`config.mk`:
```
export PLATFORM = sky130hd
export DESIGN_NAME = register_bank
export DESIGN_NICKNAME = d
export VERILOG_FILES = /design/src/rtl/register_bank.sv
export SDC_FILE = /design/constraint.sdc
export NUM_CORES = 1
export LEC_CHECK = 0
export ABC_AREA = 1
export BUFFER_PORTS_ARGS = -buffer_cell sky130_fd_sc_hd__buf_2
export CAP_MARGIN = 5
export CORE_MARGIN = 4
export CORE_UTILIZATION = 58
export CTS_CLUSTER_DIAMETER = 60
export DETAILED_ROUTE_END_ITERATION = 8
export GPL_ROUTABILITY_DRIVEN = 1
export HOLD_SLACK_MARGIN = 0.08
export PLACE_DENSITY = 0.8
export REMOVE_ABC_BUFFERS = 1
export SYNTH_ARGS = -nofsm -noshare
export SYNTH_HDL_FRONTEND = slang
export SYNTH_SLANG_ARGS = --single-unit
```
`constraint.sdc`:
```
create_clock -name mclk -period 2.3 [get_ports mclk]
set_clock_uncertainty 0.05 [all_clocks]
set_input_delay 0.115 -clock mclk [delete_from_list [all_inputs] [get_ports mclk]]
set_output_delay 0.115 -clock mclk [all_outputs]
set_load 0.02 [all_outputs]
```
`src/rtl/register_bank.sv`:
```
// DEPTH x WIDTH register bank with one write/modify port, two async read ports and registered carry/zero flags.
// Writes take effect one mclk after issue when mclk_en=1. There is no backpressure. Optional forwarding is enabled by REGBANK_BYPASS_EN.
module register_bank #(
  parameter int WIDTH       = 8,
  parameter int DEPTH       = 4,
  parameter int ADDR_W      = $clog2(DEPTH),
  parameter int RESET_VALUE = 0
) (
  input  logic              mclk,
  input  logic              rst_n,
  input  logic              mclk_en,
  input  logic [2:0]        i_op,
  input  logic [ADDR_W-1:0] i_wr_addr,
  input  logic [WIDTH-1:0]  i_load_data,
  input  logic [ADDR_W-1:0] i_rd_addr_a,
  input  logic [ADDR_W-1:0] i_rd_addr_b,
  output logic [WIDTH-1:0]  o_data_a,
  output logic [WIDTH-1:0]  o_data_b,
  output logic              o_carry,
  output logic              o_zero
);

  localparam logic [2:0] OP_HOLD = 3'b000;
  localparam logic [2:0] OP_LOAD = 3'b001;
  localparam logic [2:0] OP_INC  = 3'b010;
  localparam logic [2:0] OP_DEC  = 3'b011;
  localparam logic [2:0] OP_SHL  = 3'b100;
  localparam logic [2:0] OP_SHR  = 3'b101;
  localparam logic [2:0] OP_CLR  = 3'b110;
  localparam logic [2:0] OP_COPY = 3'b111;

  logic [WIDTH-1:0] mem_q [DEPTH];
  logic             carry_q;
  logic             zero_q;

  logic [WIDTH-1:0] raw_a;
  logic [WIDTH-1:0] raw_b;
  logic [WIDTH-1:0] cur_r;
  logic             wr_valid;
  logic [WIDTH-1:0] r_d;
  logic             carry_d;
  logic             wr_en;

  // Decode by matching each legal index, so out-of-range addresses fall through to zero.
  always_comb begin
    raw_a    = '0;
    raw_b    = '0;
    cur_r    = '0;
    wr_valid = 1'b0;
    for (int i = 0; i < DEPTH; i++) begin
      if (i_rd_addr_a == ADDR_W'(i)) raw_a = mem_q[i];
      if (i_rd_addr_b == ADDR_W'(i)) raw_b = mem_q[i];
      if (i_wr_addr == ADDR_W'(i)) begin
        cur_r    = mem_q[i];
        wr_valid = 1'b1;
      end
    end
  end

  always_comb begin
    r_d     = cur_r;
    carry_d = 1'b0;
    case (i_op)
      OP_LOAD: r_d = i_load_data;
      OP_INC: begin
        r_d     = cur_r + WIDTH'(1);
        carry_d = (cur_r == '1);
      end
      OP_DEC: begin
        r_d     = cur_r - WIDTH'(1);
        carry_d = (cur_r == '0);
      end
      OP_SHL: begin
        r_d     = {cur_r[WIDTH-2:0], 1'b0};
        carry_d = cur_r[WIDTH-1];
      end
      OP_SHR: begin
        r_d     = {1'b0, cur_r[WIDTH-1:1]};
        carry_d = cur_r[0];
      end
      OP_CLR:  r_d = '0;
      OP_COPY: r_d = raw_a;
      default: r_d = cur_r;
    endcase
  end

  assign wr_en = mclk_en && (i_op != OP_HOLD) && wr_valid;

  always_ff @(posedge mclk or negedge rst_n) begin
    if (!rst_n) begin
      for (int i = 0; i < DEPTH; i++) mem_q[i] <= WIDTH'(RESET_VALUE);
      carry_q <= 1'b0;
      zero_q  <= (RESET_VALUE == 0);
    end else if (wr_en) begin
      for (int i = 0; i < DEPTH; i++) begin
        if (i_wr_addr == ADDR_W'(i)) mem_q[i] <= r_d;
      end
      carry_q <= carry_d;
      zero_q  <= (r_d == '0);
    end
  end

`ifdef REGBANK_BYPASS_EN
  // The COPY source uses raw_a rather than o_data_a, so forwarding cannot loop back into r_d.
  assign o_data_a = (wr_en && (i_rd_addr_a == i_wr_addr)) ? r_d : raw_a;
  assign o_data_b = (wr_en && (i_rd_addr_b == i_wr_addr)) ? r_d : raw_b;
`else
  assign o_data_a = raw_a;
  assign o_data_b = raw_b;
`endif

  assign o_carry = carry_q;
  assign o_zero  = zero_q;

endmodule

```
After elaboration in Yosys (flattened, before gate mapping)
Index checks and enable logic that the tools add are counted.

storage, ports and cells
  bits in registers = 34
  bits in latches = 0
  bits in writable memories = 0
  memory bits (read-only) = 0
  input bits = 20
  output and inout port bits = 18
  logic and storage cells = 55
  memories = 0

cells by class
  add/sub/neg operators = 2
  multiply operators = 0
  div/mod/pow operators = 0
  order comparisons = 0
  eq/ne operators = 17
  shifts and indexed selects = 0
  muxes and demuxes = 18
  bitwise gates (word level) = 0
  reductions and logical operators = 12

operators with widths
  cell                   number
  $mux W8                12
  $pmux W8 S7            1
  $logic_not A8 Y1       2
  $eq A2 B2 Y1 const B   6
  $eq A3 B3 Y1 const B   4
  $add A8 B1 Y8 const B  1
  $eq A8 B8 Y1 const B   1
  $reduce_and A2 Y1      4
  $sub A8 B1 Y8 const B  1
  $eq A2 B1 Y1 const B   3
  $eq A3 B2 Y1 const B   2
  $logic_not A2 Y1       3
  $mux W1                4
  $pmux W1 S4            1
  $eq A3 B1 Y1 const B   1
  $reduce_bool A3 Y1     1
  $logic_and A1 B1 Y1    2

Logic depth before layout (Yosys ltp)
  depth in word-level cells = 8
  mapped depth = 19
  gate-level depth less buffers = 18

Worst setup path before layout
Ideal clock, no wire load.

  kind = register to register
  start = register mem_q[9] in the netlist's numbering
  end = register zero_q (netlist: o_zero)
  setup time = 60 ps
  arrival time = 1965 ps
  required time = 2190 ps
  path slack = 225 ps
  cell stages (with the launch flop) = 15
  clock period less this slack = 2075 ps
  cells stage by stage = dfrtp_1 -> or2_0 -> nand3_1 -> nand2_2 -> fa_1 -> inv_1 -> nor2_1 -> nor3_1 -> nand3b_1 -> nand3_1 -> nand2_1 -> nand3_1 -> nor2_1 -> nand3_1 -> nand2_1

on the way
  word-level cells in the longest chain between the ends = 5

ends and longest elaborated chain
  what                                                   line    text
  from (decl)                                            32      logic [WIDTH-1:0] mem_q [DEPTH];
  from (signal, indexed assignment)                      96      if (i_wr_addr == ADDR_W'(i)) mem_q[i] <= r_d;
  $mux W8 (2 in series)                                  53      if (i_wr_addr == ADDR_W'(i)) begin
  $sub A8 B1 Y8 / $add A8 B1 Y8 (equally long branches)  70, 66
  $pmux W8 S7 *                                          63      case (i_op)
  $logic_not A8 Y1 *                                     99      zero_q <= (r_d == '0);
  to (signal assigned)                                   93      zero_q <= (RESET_VALUE == 0);
  to (signal assigned)                                   99
  to (decl)                                              34      logic zero_q;

Every way passes the cells marked *; elsewhere a longest branch is shown, timed or not.
A chain may end at the register's enable or synchronous reset.

Worst setup path in the final report
  start = register mem_q[8] in the netlist's numbering
  end = register zero_q (netlist: o_zero)

The elaborated chain is that of the path after synthesis.

==> metrics <==
Die X a little under 80 um; relative slew slack 0.4842; outcome finished clean; routability cong. 0.9930; Reg2Reg Capture Point o_zero$_DFFE_PN1P_; layout cells sized above 1 0.2181; Synth Instances 443; final setup violation count 0; P per Cell Area just under 700 mW/mm^2; Synth top area share 0.2956; die area ~0.006 mm^2; synthesized area per cell between 6 and 7 um^2; asr flop ratio synth 1.000; # rows 24; WP data arrival 2.43 ns; worst hold endpoint mem_q[0]$_DFFE_PN0P_; layout filler cell count 386; placed standard-cell area around 0.0032 mm^2; Synth area leader dfrtp_1; Synth area leaders dfrtp_1 (30%), nand2_1 (23%), o21ai_0 (7.7%); Leakage 1.736 nW; H-tree levels 2; Synth Cell Area about 0.0028 mm^2; GRT Resource Usage Total 0.3027; I/O pin count 38; worst skew pair latency 0.30 ns; kind of critical path reg -> reg; core area approximately 0.0045 mm^2; Vias approximately 3.3k; sequential fraction of the synthesis area 0.3050; total CTS buffers 5; Clock Sinks 34; Reg2Reg Depth 15; period utilization 0.9711; Yosys warning count 0; hold crit path type in -> reg; Hold Path Origin i_wr_addr[1]; die height a little under 80 um; Util after Layout 0.7597; first-pass GRT wire length roughly 14000 um; highest-count cells in the layout ignoring fill and taps nand2_1 (165), inv_1 (39), nand3_1 (37), buf_2 (37), dfrtp_1 (33); CTS tree done; Detailed Route Iter0 Violations between 300 and 400; required time of the critical path about 2.5 ns; Yosys reg bits 34; Final Hold Fails 0; Fin Setup TNS 0 ns; Routed Antenna Nets 0; CP Capture Type flop; Starting Density 0.6203; crit-path max FO 4; clk root buf clkbuf_8; main flop type after synthesis dfrtp_1; worst vdd ir between 0.5 and 0.6 mV; Place WS -0.1880 ns; RSZ-0062 raised after global routing true; Post-synth EDFFs 0; Synth cell types 37; Synth-to-Final Area Change 22.48%; antenna violations before repair 0; routed wire length between 9000 and 10000 um; most common cell after layout, fill and taps aside nand2_1; Reg clk slew, reported paths 0.07 ns; clk buf depth 2; r2r setup slk ~0.067 ns; Worst Tran Pin Value ~0.77 ns; Max Clock Freq around 450 MHz; DRC 0; vias in the first global route about 2.9k; Tmin final approximately 2.2 ns; Worst Setup Start Kind flop; grt total ovfl 0; count of pins over their slew limit 0; hold_ws 0.3178 ns; number of diodes 0; Vias/cell slightly below 6; dpl hpwl between 6000 and 7000 um; fin nets between 500 and 600; slack of the critical path around 0.067 ns; Pre-antenna DRT Iters 5; Max-Cap Viols 0; finished layout cell area about 0.0034 mm^2; Avg WL per Cell between 15 and 20 um; worst reg2reg path startpoint mem_q[8]$_DFFE_PN0P_; I/O Buffers 37; hold depth 4; maximum number of pins on one net before global-route repair 35
[cell usage after synthesis, types with 4 or more instances]
master and n:
nand4_1 8, a21oi_1 10, nor3_1 5, inv_1 40, o22ai_1 5, nand2_1 169
nand3_1 40, inv_2 6, nor2_1 17, o21ai_0 43, buf_2 7, and2_1 4
ha_1 6, o21ai_1 11, dfrtp_1 33
[final cells by class]
type	count	area (um^2)	share of cell area
Tap cell	52	65.06	0.01901
Sequential cell	34	852.1	0.2490
Inverter	47	176.4	0.05155
Clock buffer	6	72.57	0.02121
Clock inverter	1	7.507	0.002194
Multi-Input combinational cell	352	1818	0.5313
Timing Repair Buffer	69	430.4	0.1258
[timing repair]
item / CTS / global route
hold buffers: 2 / 0
pin swaps: 0 / 11
hold endpoints to repair: 34 / 0
setup buffers: 0 / 2
endpoints found under the setup margin: 2 / 26
gates resized for setup: 2 / 30
cloned: 0 / 0
[power by group]
part	total (mW)	leakage (nW)	switching, mW	internal (mW)
logic	1.07	1.26	0.655	0.418
registers	0.834	0.438	0.106	0.727
clock network	0.428	0.0373	0.221	0.207
[flip-flops by register name (all words and copies together), names as in the netlist]
signal	flops
mem_q	32
o_carry	1
o_zero	1
[kinds of logic (layout without fill, tap and decap cells)]
family | after synthesis | in the layout | synth area share
buffers and inverters | 57 | 123 | 0.08239
DFF | 34 | 34 | 0.3050
AOI/OAI and AO/OA | 85 | 85 | 0.1720
adders and majority gates | 7 | 7 | 0.03403
and+or+nand+nor | 260 | 260 | 0.4066
[worst max-delay path, cell delays in order (launching register included)]
cell      delay, ns
dfrtp_1        0.38
o21ai_1        0.13
nand3_1        0.14
nand2_1        0.13
inv_2          0.05
fa_2           0.40
inv_2          0.07
nor2_1         0.06
nor3_1         0.14
nand3b_1       0.15
nand3_1        0.08
nand2_1        0.08
nand3_1        0.06
nor2_1         0.13
nand3_1        0.08
nand2_1        0.06
[worst max-delay path by stage]
stage | slack [ns] | start | to
floorplan | 0.23 | mem_q[9]$_DFFE_PN0P_ | o_zero$_DFFE_PN1P_
global placement | -0.16 | i_wr_addr[1] | o_zero$_DFFE_PN1P_
CTS | 0.03 | mem_q[26]$_DFFE_PN0P_ | o_zero$_DFFE_PN1P_
finish | 0.07 | mem_q[8]$_DFFE_PN0P_ | o_zero$_DFFE_PN1P_
detailed placement | -0.19 | i_wr_addr[1] | o_zero$_DFFE_PN1P_
global route | -0.11 | mem_q[12]$_DFFE_PN0P_ | o_zero$_DFFE_PN1P_
[per-stage QoR]
stage,power [mW],cells
after global placement,1.803,550
after floorplan,1.422,433
final,2.335,561
after detailed placement,1.816,550
after CTS,2.253,559
after global routing,2.494,561
[per-layer routing]
metal / share of wire / global-route usage
met2: 0.44 / 0.4456
met3: 0.10 / 0.05324
met4: 0.018 / 0.09431
met1: 0.44 / 0.4519
met5: 0 / 0
(Power assumes the default switching activity.)
